==> src/rtl/branch_target_buffer.sv <==
// Fully associative branch target buffer with 2-bit direction counters and round-robin replacement.
// Optional return address stack enabled by defining BTB_RAS_EN.
module branch_target_buffer #(
    parameter int ENTRIES   = 8,
    parameter int TAG_W     = 20,
    parameter int RAS_DEPTH = 4
) (
    input  logic        clk,
    input  logic        rst,
    input  logic [31:0] lookup_pc,
    output logic        predict_hit,
    output logic        predict_taken,
    output logic [31:0] predict_bias,
    input  logic        upd_valid,
    input  logic [31:0] upd_pc,
    input  logic        upd_taken,
    input  logic [31:0] upd_bias,
    input  logic        upd_is_call,
    input  logic        upd_is_ret,
    input  logic        flush
);

    localparam int IDX_W = (ENTRIES > 1) ? $clog2(ENTRIES) : 1;

    logic             valid_q [ENTRIES];
    logic [1:0]       cnt_q   [ENTRIES];
    logic [TAG_W-1:0] tag_q   [ENTRIES];
    logic [31:0]      bias_q  [ENTRIES];
    logic [IDX_W-1:0] repl_ptr_q;

    logic [TAG_W-1:0] lookup_tag;
    logic [TAG_W-1:0] upd_tag;
    logic             hit;
    logic [1:0]       hit_cnt;
    logic [31:0]      hit_bias;
    logic             upd_hit;
    logic [IDX_W-1:0] upd_idx;
    logic             wr_en;

    // Low PC bits (and upper bits above the tag) carry no information here.
    logic unused_pc_bits;
    assign unused_pc_bits = ^{lookup_pc, upd_pc};

    assign lookup_tag = lookup_pc[TAG_W+1:2];
    assign upd_tag    = upd_pc[TAG_W+1:2];
    assign wr_en      = !rst && !flush && upd_valid;

`ifdef BTB_RAS_EN
    localparam int RAS_W = (RAS_DEPTH > 1) ? $clog2(RAS_DEPTH) : 1;

    logic              is_ret_q  [ENTRIES];
    logic [31:0]       ras_mem   [RAS_DEPTH];
    logic [RAS_W-1:0]  ras_top_q;
    logic [RAS_W:0]    ras_count_q;
    logic              hit_ret;
    logic              ras_push;
    logic              ras_pop;

    assign ras_push = wr_en && upd_is_call;
    assign ras_pop  = wr_en && upd_is_ret && (ras_count_q != '0);
`else
    logic unused_ras_inputs;
    assign unused_ras_inputs = upd_is_call ^ upd_is_ret;
`endif

    // NOTE: every variable in a combinational block gets a default first so no latch is inferred.
    always_comb begin
        hit      = 1'b0;
        hit_cnt  = 2'b00;
        hit_bias = '0;
`ifdef BTB_RAS_EN
        hit_ret  = 1'b0;
`endif
        for (int i = 0; i < ENTRIES; i++) begin
            if (valid_q[i] && tag_q[i] == lookup_tag) begin
                hit      = 1'b1;
                hit_cnt  = cnt_q[i];
                hit_bias = bias_q[i];
`ifdef BTB_RAS_EN
                hit_ret  = is_ret_q[i];
`endif
            end
        end
    end

    always_comb begin
        upd_hit = 1'b0;
        upd_idx = '0;
        for (int i = 0; i < ENTRIES; i++) begin
            if (valid_q[i] && tag_q[i] == upd_tag) begin
                upd_hit = 1'b1;
                upd_idx = IDX_W'(i);
            end
        end
    end

    always_comb begin
        predict_hit   = hit;
        predict_taken = hit && hit_cnt[1];
        predict_bias  = predict_taken ? hit_bias : 32'd4;
`ifdef BTB_RAS_EN
        // A trained return with a live stack entry predicts the pushed return address.
        if (hit && hit_ret && hit_cnt[1] && ras_count_q != '0)
            predict_bias = ras_mem[ras_top_q] - lookup_pc;
`endif
    end

    // NOTE: state registers use non-blocking assignments so every flop samples pre-edge values.
    always_ff @(posedge clk) begin
        if (rst) begin
            for (int i = 0; i < ENTRIES; i++) begin
                valid_q[i] <= 1'b0;
                cnt_q[i]   <= 2'b00;
            end
            repl_ptr_q <= '0;
        end else if (flush) begin
            for (int i = 0; i < ENTRIES; i++)
                valid_q[i] <= 1'b0;
            repl_ptr_q <= '0;
        end else if (upd_valid) begin
            if (upd_hit) begin
                if (upd_taken && cnt_q[upd_idx] != 2'b11)
                    cnt_q[upd_idx] <= cnt_q[upd_idx] + 2'b01;
                else if (!upd_taken && cnt_q[upd_idx] != 2'b00)
                    cnt_q[upd_idx] <= cnt_q[upd_idx] - 2'b01;
            end else if (upd_taken) begin
                valid_q[repl_ptr_q] <= 1'b1;
                cnt_q[repl_ptr_q]   <= 2'b10;
                repl_ptr_q          <= repl_ptr_q + IDX_W'(1);
            end
        end
    end

    // NOTE: tag/bias storage is not reset; its contents are qualified by valid_q.
    always_ff @(posedge clk) begin
        if (wr_en) begin
            if (upd_hit) begin
                if (upd_taken)
                    bias_q[upd_idx] <= upd_bias;
`ifdef BTB_RAS_EN
                if (upd_is_ret)
                    is_ret_q[upd_idx] <= 1'b1;
`endif
            end else if (upd_taken) begin
                tag_q[repl_ptr_q]    <= upd_tag;
                bias_q[repl_ptr_q]   <= upd_bias;
`ifdef BTB_RAS_EN
                is_ret_q[repl_ptr_q] <= upd_is_ret;
`endif
            end
        end
    end

`ifdef BTB_RAS_EN
    // Circular stack: a push onto a full stack overwrites the oldest slot.
    always_ff @(posedge clk) begin
        if (rst) begin
            ras_top_q   <= '0;
            ras_count_q <= '0;
        end else if (ras_push && !ras_pop) begin
            ras_top_q <= ras_top_q + RAS_W'(1);
            if (ras_count_q != (RAS_W+1)'(RAS_DEPTH))
                ras_count_q <= ras_count_q + (RAS_W+1)'(1);
        end else if (ras_pop && !ras_push) begin
            ras_top_q   <= ras_top_q - RAS_W'(1);
            ras_count_q <= ras_count_q - (RAS_W+1)'(1);
        end
    end

    always_ff @(posedge clk) begin
        if (ras_push && ras_pop)
            ras_mem[ras_top_q] <= upd_pc + 32'd4;
        else if (ras_push)
            ras_mem[ras_top_q + RAS_W'(1)] <= upd_pc + 32'd4;
    end
`endif

endmodule
==> config.mk <==
export PLATFORM = sky130hd
export DESIGN_NAME = branch_target_buffer
export DESIGN_NICKNAME = d
export VERILOG_FILES = /design/src/rtl/branch_target_buffer.sv
export SDC_FILE = /design/constraint.sdc
export NUM_CORES = 1
export LEC_CHECK = 0
export CAP_MARGIN = 20
export CORE_MARGIN = 2
export CORE_UTILIZATION = 60
export DETAILED_ROUTE_END_ITERATION = 10
export PLACE_DENSITY = 0.8
export SETUP_SLACK_MARGIN = 0.5
export SKIP_LAST_GASP = 1
export SLEW_MARGIN = 20
export SYNTH_ARGS = -nofsm -noshare
export SYNTH_HDL_FRONTEND = slang
export SYNTH_SLANG_ARGS = --single-unit
==> constraint.sdc <==
create_clock -name clk -period 6.3 [get_ports clk]
set_input_delay 0.945 -clock clk [delete_from_list [all_inputs] [get_ports clk]]
set_output_delay 0.945 -clock clk [all_outputs]
set_load 0.005 [all_outputs]
==> out/results.txt <==
First-pass GRT wire length = 81,300 um
Critical Path End Type = primary output
Hold Crit Class = reg -> reg
Maxcap violations = 0
Crit-path slowest cell = clkdlybuf4s50_1
Fin util = 71.1%
Synth Warn # = 0
1st-pass router iterations = 5
Area Growth Syn to Fin = 16.6%
Synth Instances = 1,604
Crit path max-delay family = buffers and inverters
Count of nets after finishing = 1,863
Worst EP arrival = 4.70 ns
Global-route met3 utilization = 5.54%
Outcome = complete, no violations
Commonest non-fill, non-tap cells in the layout = 432 x edfxtp_1, 236 x xnor2_1, 108 x clkdlybuf4s50_1
Fillers = 2,322
Post-DP HPWL = 36,000 um
Sequential power share = 53.4%
Met1 usage = 40.3%
Sequential cell area = 0.0132 mm2
Switching part of the total = 21.5%
Tot GR Track Use = 30.1%
Post-Layout Cell Count = 2,245
FF-to-FF End = bias_q[7][31]$_DFFE_PP_
R2r setup slk = 2.31 ns
Grt met2 use = 48.8%
Final Hold Viols = 0
Power Internal = 0.00478 W
Vias in the first global route = 14,000
Initial core utilization = 61.0%
Routed WL = 54,800 um
Footprint of the multi-input gates = 0.00736 mm2
Max rail drop VDD = 0.000253 V
Max frequency = 177 MHz
Syn Nets = 1,708
Port Buffers = 110
Core area = 0.0345 mm2
Drt via density = 6.23
Critical Path Fanout Max = 33
Wire length per cell = 24.4 um
Largest net degree at the start of global routing = 66
EDFF count, synth = 432
Placed insts = 2,165
Crit-path cells = clkdlybuf4s50_1 > buf_4 > xnor2_1 > nand4_1 > nor4_1 > nand4_1 > buf_4 > nor2_1 > a221oi_4 > buf_12 > a21oi_1 > clkdlybuf4s50_1
Post-synth top flop = edfxtp_1
Mapped Area = 0.0211 mm2
Sink Count = 443
Post-route cell area = 0.0246 mm2
Post-Syn Area per Cell = 13.1 um2
Max-slew violation count = 0
# H-tree levels = 2
DIE HEIGHT = 191 um
Worst r2r src = tag_q[3][10]$_DFFE_PP_
Hold Path Origin = valid_q[5]$_DFF_P_
Flop and latch count out of synthesis = 443
Ports = 137
Comb power frac = 5.8%
TritonCTS clock tree = yes
GR Overflow Total = 0
Worst-margin pin slew = 0.894 ns
Clock Tree Buf Depth = 3
Worst path required time = 5.35 ns
Distinct cells, synth = 62
Kind of critical path = in -> out
R2R cell count = 12
Pwr dens = 248 mW/mm2
Most common cell after layout, fill and taps aside = edfxtp_1
Buf/Inv on CP = 5
Fin Setup TNS = 0 ns
Die width = 191 um
Tmin final = 5.64 ns
Die ar. = 0.0366 mm2
LEAKAGE = 8.51 nW
Critical Path Max Stage Delay = 0.67 ns
Routability congestion estimate from global placement = 1.00
DR vias = 14,000
Unrepaired setup endpoints after global routing = yes
Worst Hold Depth = 1
Post-synthesis sequential area ratio = 62.6%
Final Cycle Share = 89.5%
PnR Total Power = 0.00609 W
Remaining DRCs = 0
Area after DPL = 0.0232 mm2
Root buffer cell = clkbuf_16
CTS Buf Count = 45
Share of cells above drive strength 1 = 12.3%
Hold Path Sink = valid_q[5]$_DFF_P_
Setup crit start kind = input port
Antenna violations before repair = 0
Antenna cell count = 0
Clk_lat worst skew = 0.57 ns
Global route hottest layer = met2
Clk_skew = 0.0204 ns
Slew headroom = 40.2%
Ys async rst share = 0%
Sw power = 0.00131 W
Setup-failing EPs final = 0
Clock power frac = 40.8%
Final antenna-violating net count = 0
DR iter-0 viols = 1,660
CTS clk-pin slew, worst paths = 0.06 ns
Rows = 68
[synthesized netlist by cell type (6+ instances only)]
cell,n,area (um2)
a21o_1,10,75.1
a21oi_1,35,175
and2_1,33,206
buf_1,11,41.3
buf_2,12,60.1
buf_4,7,52.6
clkbuf_1,53,199
dfxtp_1,11,220
edfxtp_1,432,13000
inv_1,71,267
mux2_2,36,405
mux2i_1,67,671
nand2_1,28,105
nand3_1,93,465
nand4_1,81,507
nor2_1,63,236
nor3_1,13,65.1
nor4_1,37,231
nor4b_1,9,78.8
o211ai_1,6,45.0
o21ai_0,99,495
o21bai_1,10,75.1
or2_2,6,37.5
or4_1,7,52.6
xnor2_1,236,2070
xor2_1,86,753
[state kept, by name, indices dropped and copies added, names as in the netlist]
signal      count
cnt_q          16
bias_q        256
repl_ptr_q      3
valid_q         8
tag_q         160
[power by group through the flow]
stage / clock network (W) / registers (W) / logic (W)
2_1_floorplan: 0 / 0.00331 / 0.000172
6_report: 0.00249 / 0.00325 / 0.000352
3_3_place_gp: 0 / 0.00331 / 0.000333
5_1_grt: 0.00262 / 0.00325 / 0.000366
4_1_cts: 0.00251 / 0.00325 / 0.000343
3_5_place_dp: 0 / 0.00331 / 0.000341
[logic make-up after synthesis]
group,count (synthesis),synth area share [%]
compound gates,174,4.82
xor+xnor,323,13.5
fa+ha+maj,1,0.0594
buf+inv,157,3.10
flops,443,62.6
mux,103,5.11
simple gates,403,10.8
[metal layers]
layer,up-vias,wire (um)
met2,730,25800
met1,6926,21600
met4,0,2170
met5,-,0
li1,6187,-
met3,146,5210
[worst reg2reg max path, delay by kind of cell, from the launching register on]
family          cells  cell delay [ns]
compound gates      2             0.46
xor+xnor            1             0.23
buf+inv             1             0.36
flops               1             0.43
mux                 1             0.27
simple gates        7             1.85
[final cells by class]
class / instances / share of cell area [%]
clock buffers: 64 / 5.00
multi-input cells: 1004 / 30.0
well taps: 455 / 2.32
inverters: 71 / 1.08
flip-flops and latches: 443 / 53.7
clock inverters: 14 / 0.509
repair buffers: 194 / 7.41
[worst max-delay path by stage]
stage                     cells after the start  slack [ns]     startpoint                     end
after floorplan                              13        1.38     upd_pc[12]  bias_q[2][0]$_DFFE_PP_
after global placement                       14        0.44  lookup_pc[13]         predict_bias[2]
after detailed placement                     14        0.48  lookup_pc[13]         predict_bias[2]
after CTS                                    15        0.50   lookup_pc[8]        predict_bias[17]
after global routing                         15        0.50  lookup_pc[10]         predict_bias[2]
final                                        12        0.66  lookup_pc[19]        predict_bias[22]
[through the flow]
step / setup slack (ns) / hold WS [ns]
2_1_floorplan: 1.38 / 0.470
3_3_place_gp: 0.437 / 0.485
3_5_place_dp: 0.476 / 0.492
4_1_cts: 0.501 / 0.514
5_1_grt: 0.495 / 0.544
6_report: 0.658 / 0.510
[timing repair]
action,CTS,global route
resized for setup,2,6
setup buffers,0,2
hold buffers,0,0
pin swaps,0,3
setup endpoints to repair,7,33
No activity file was read; power rests on OpenSTA's default activity.
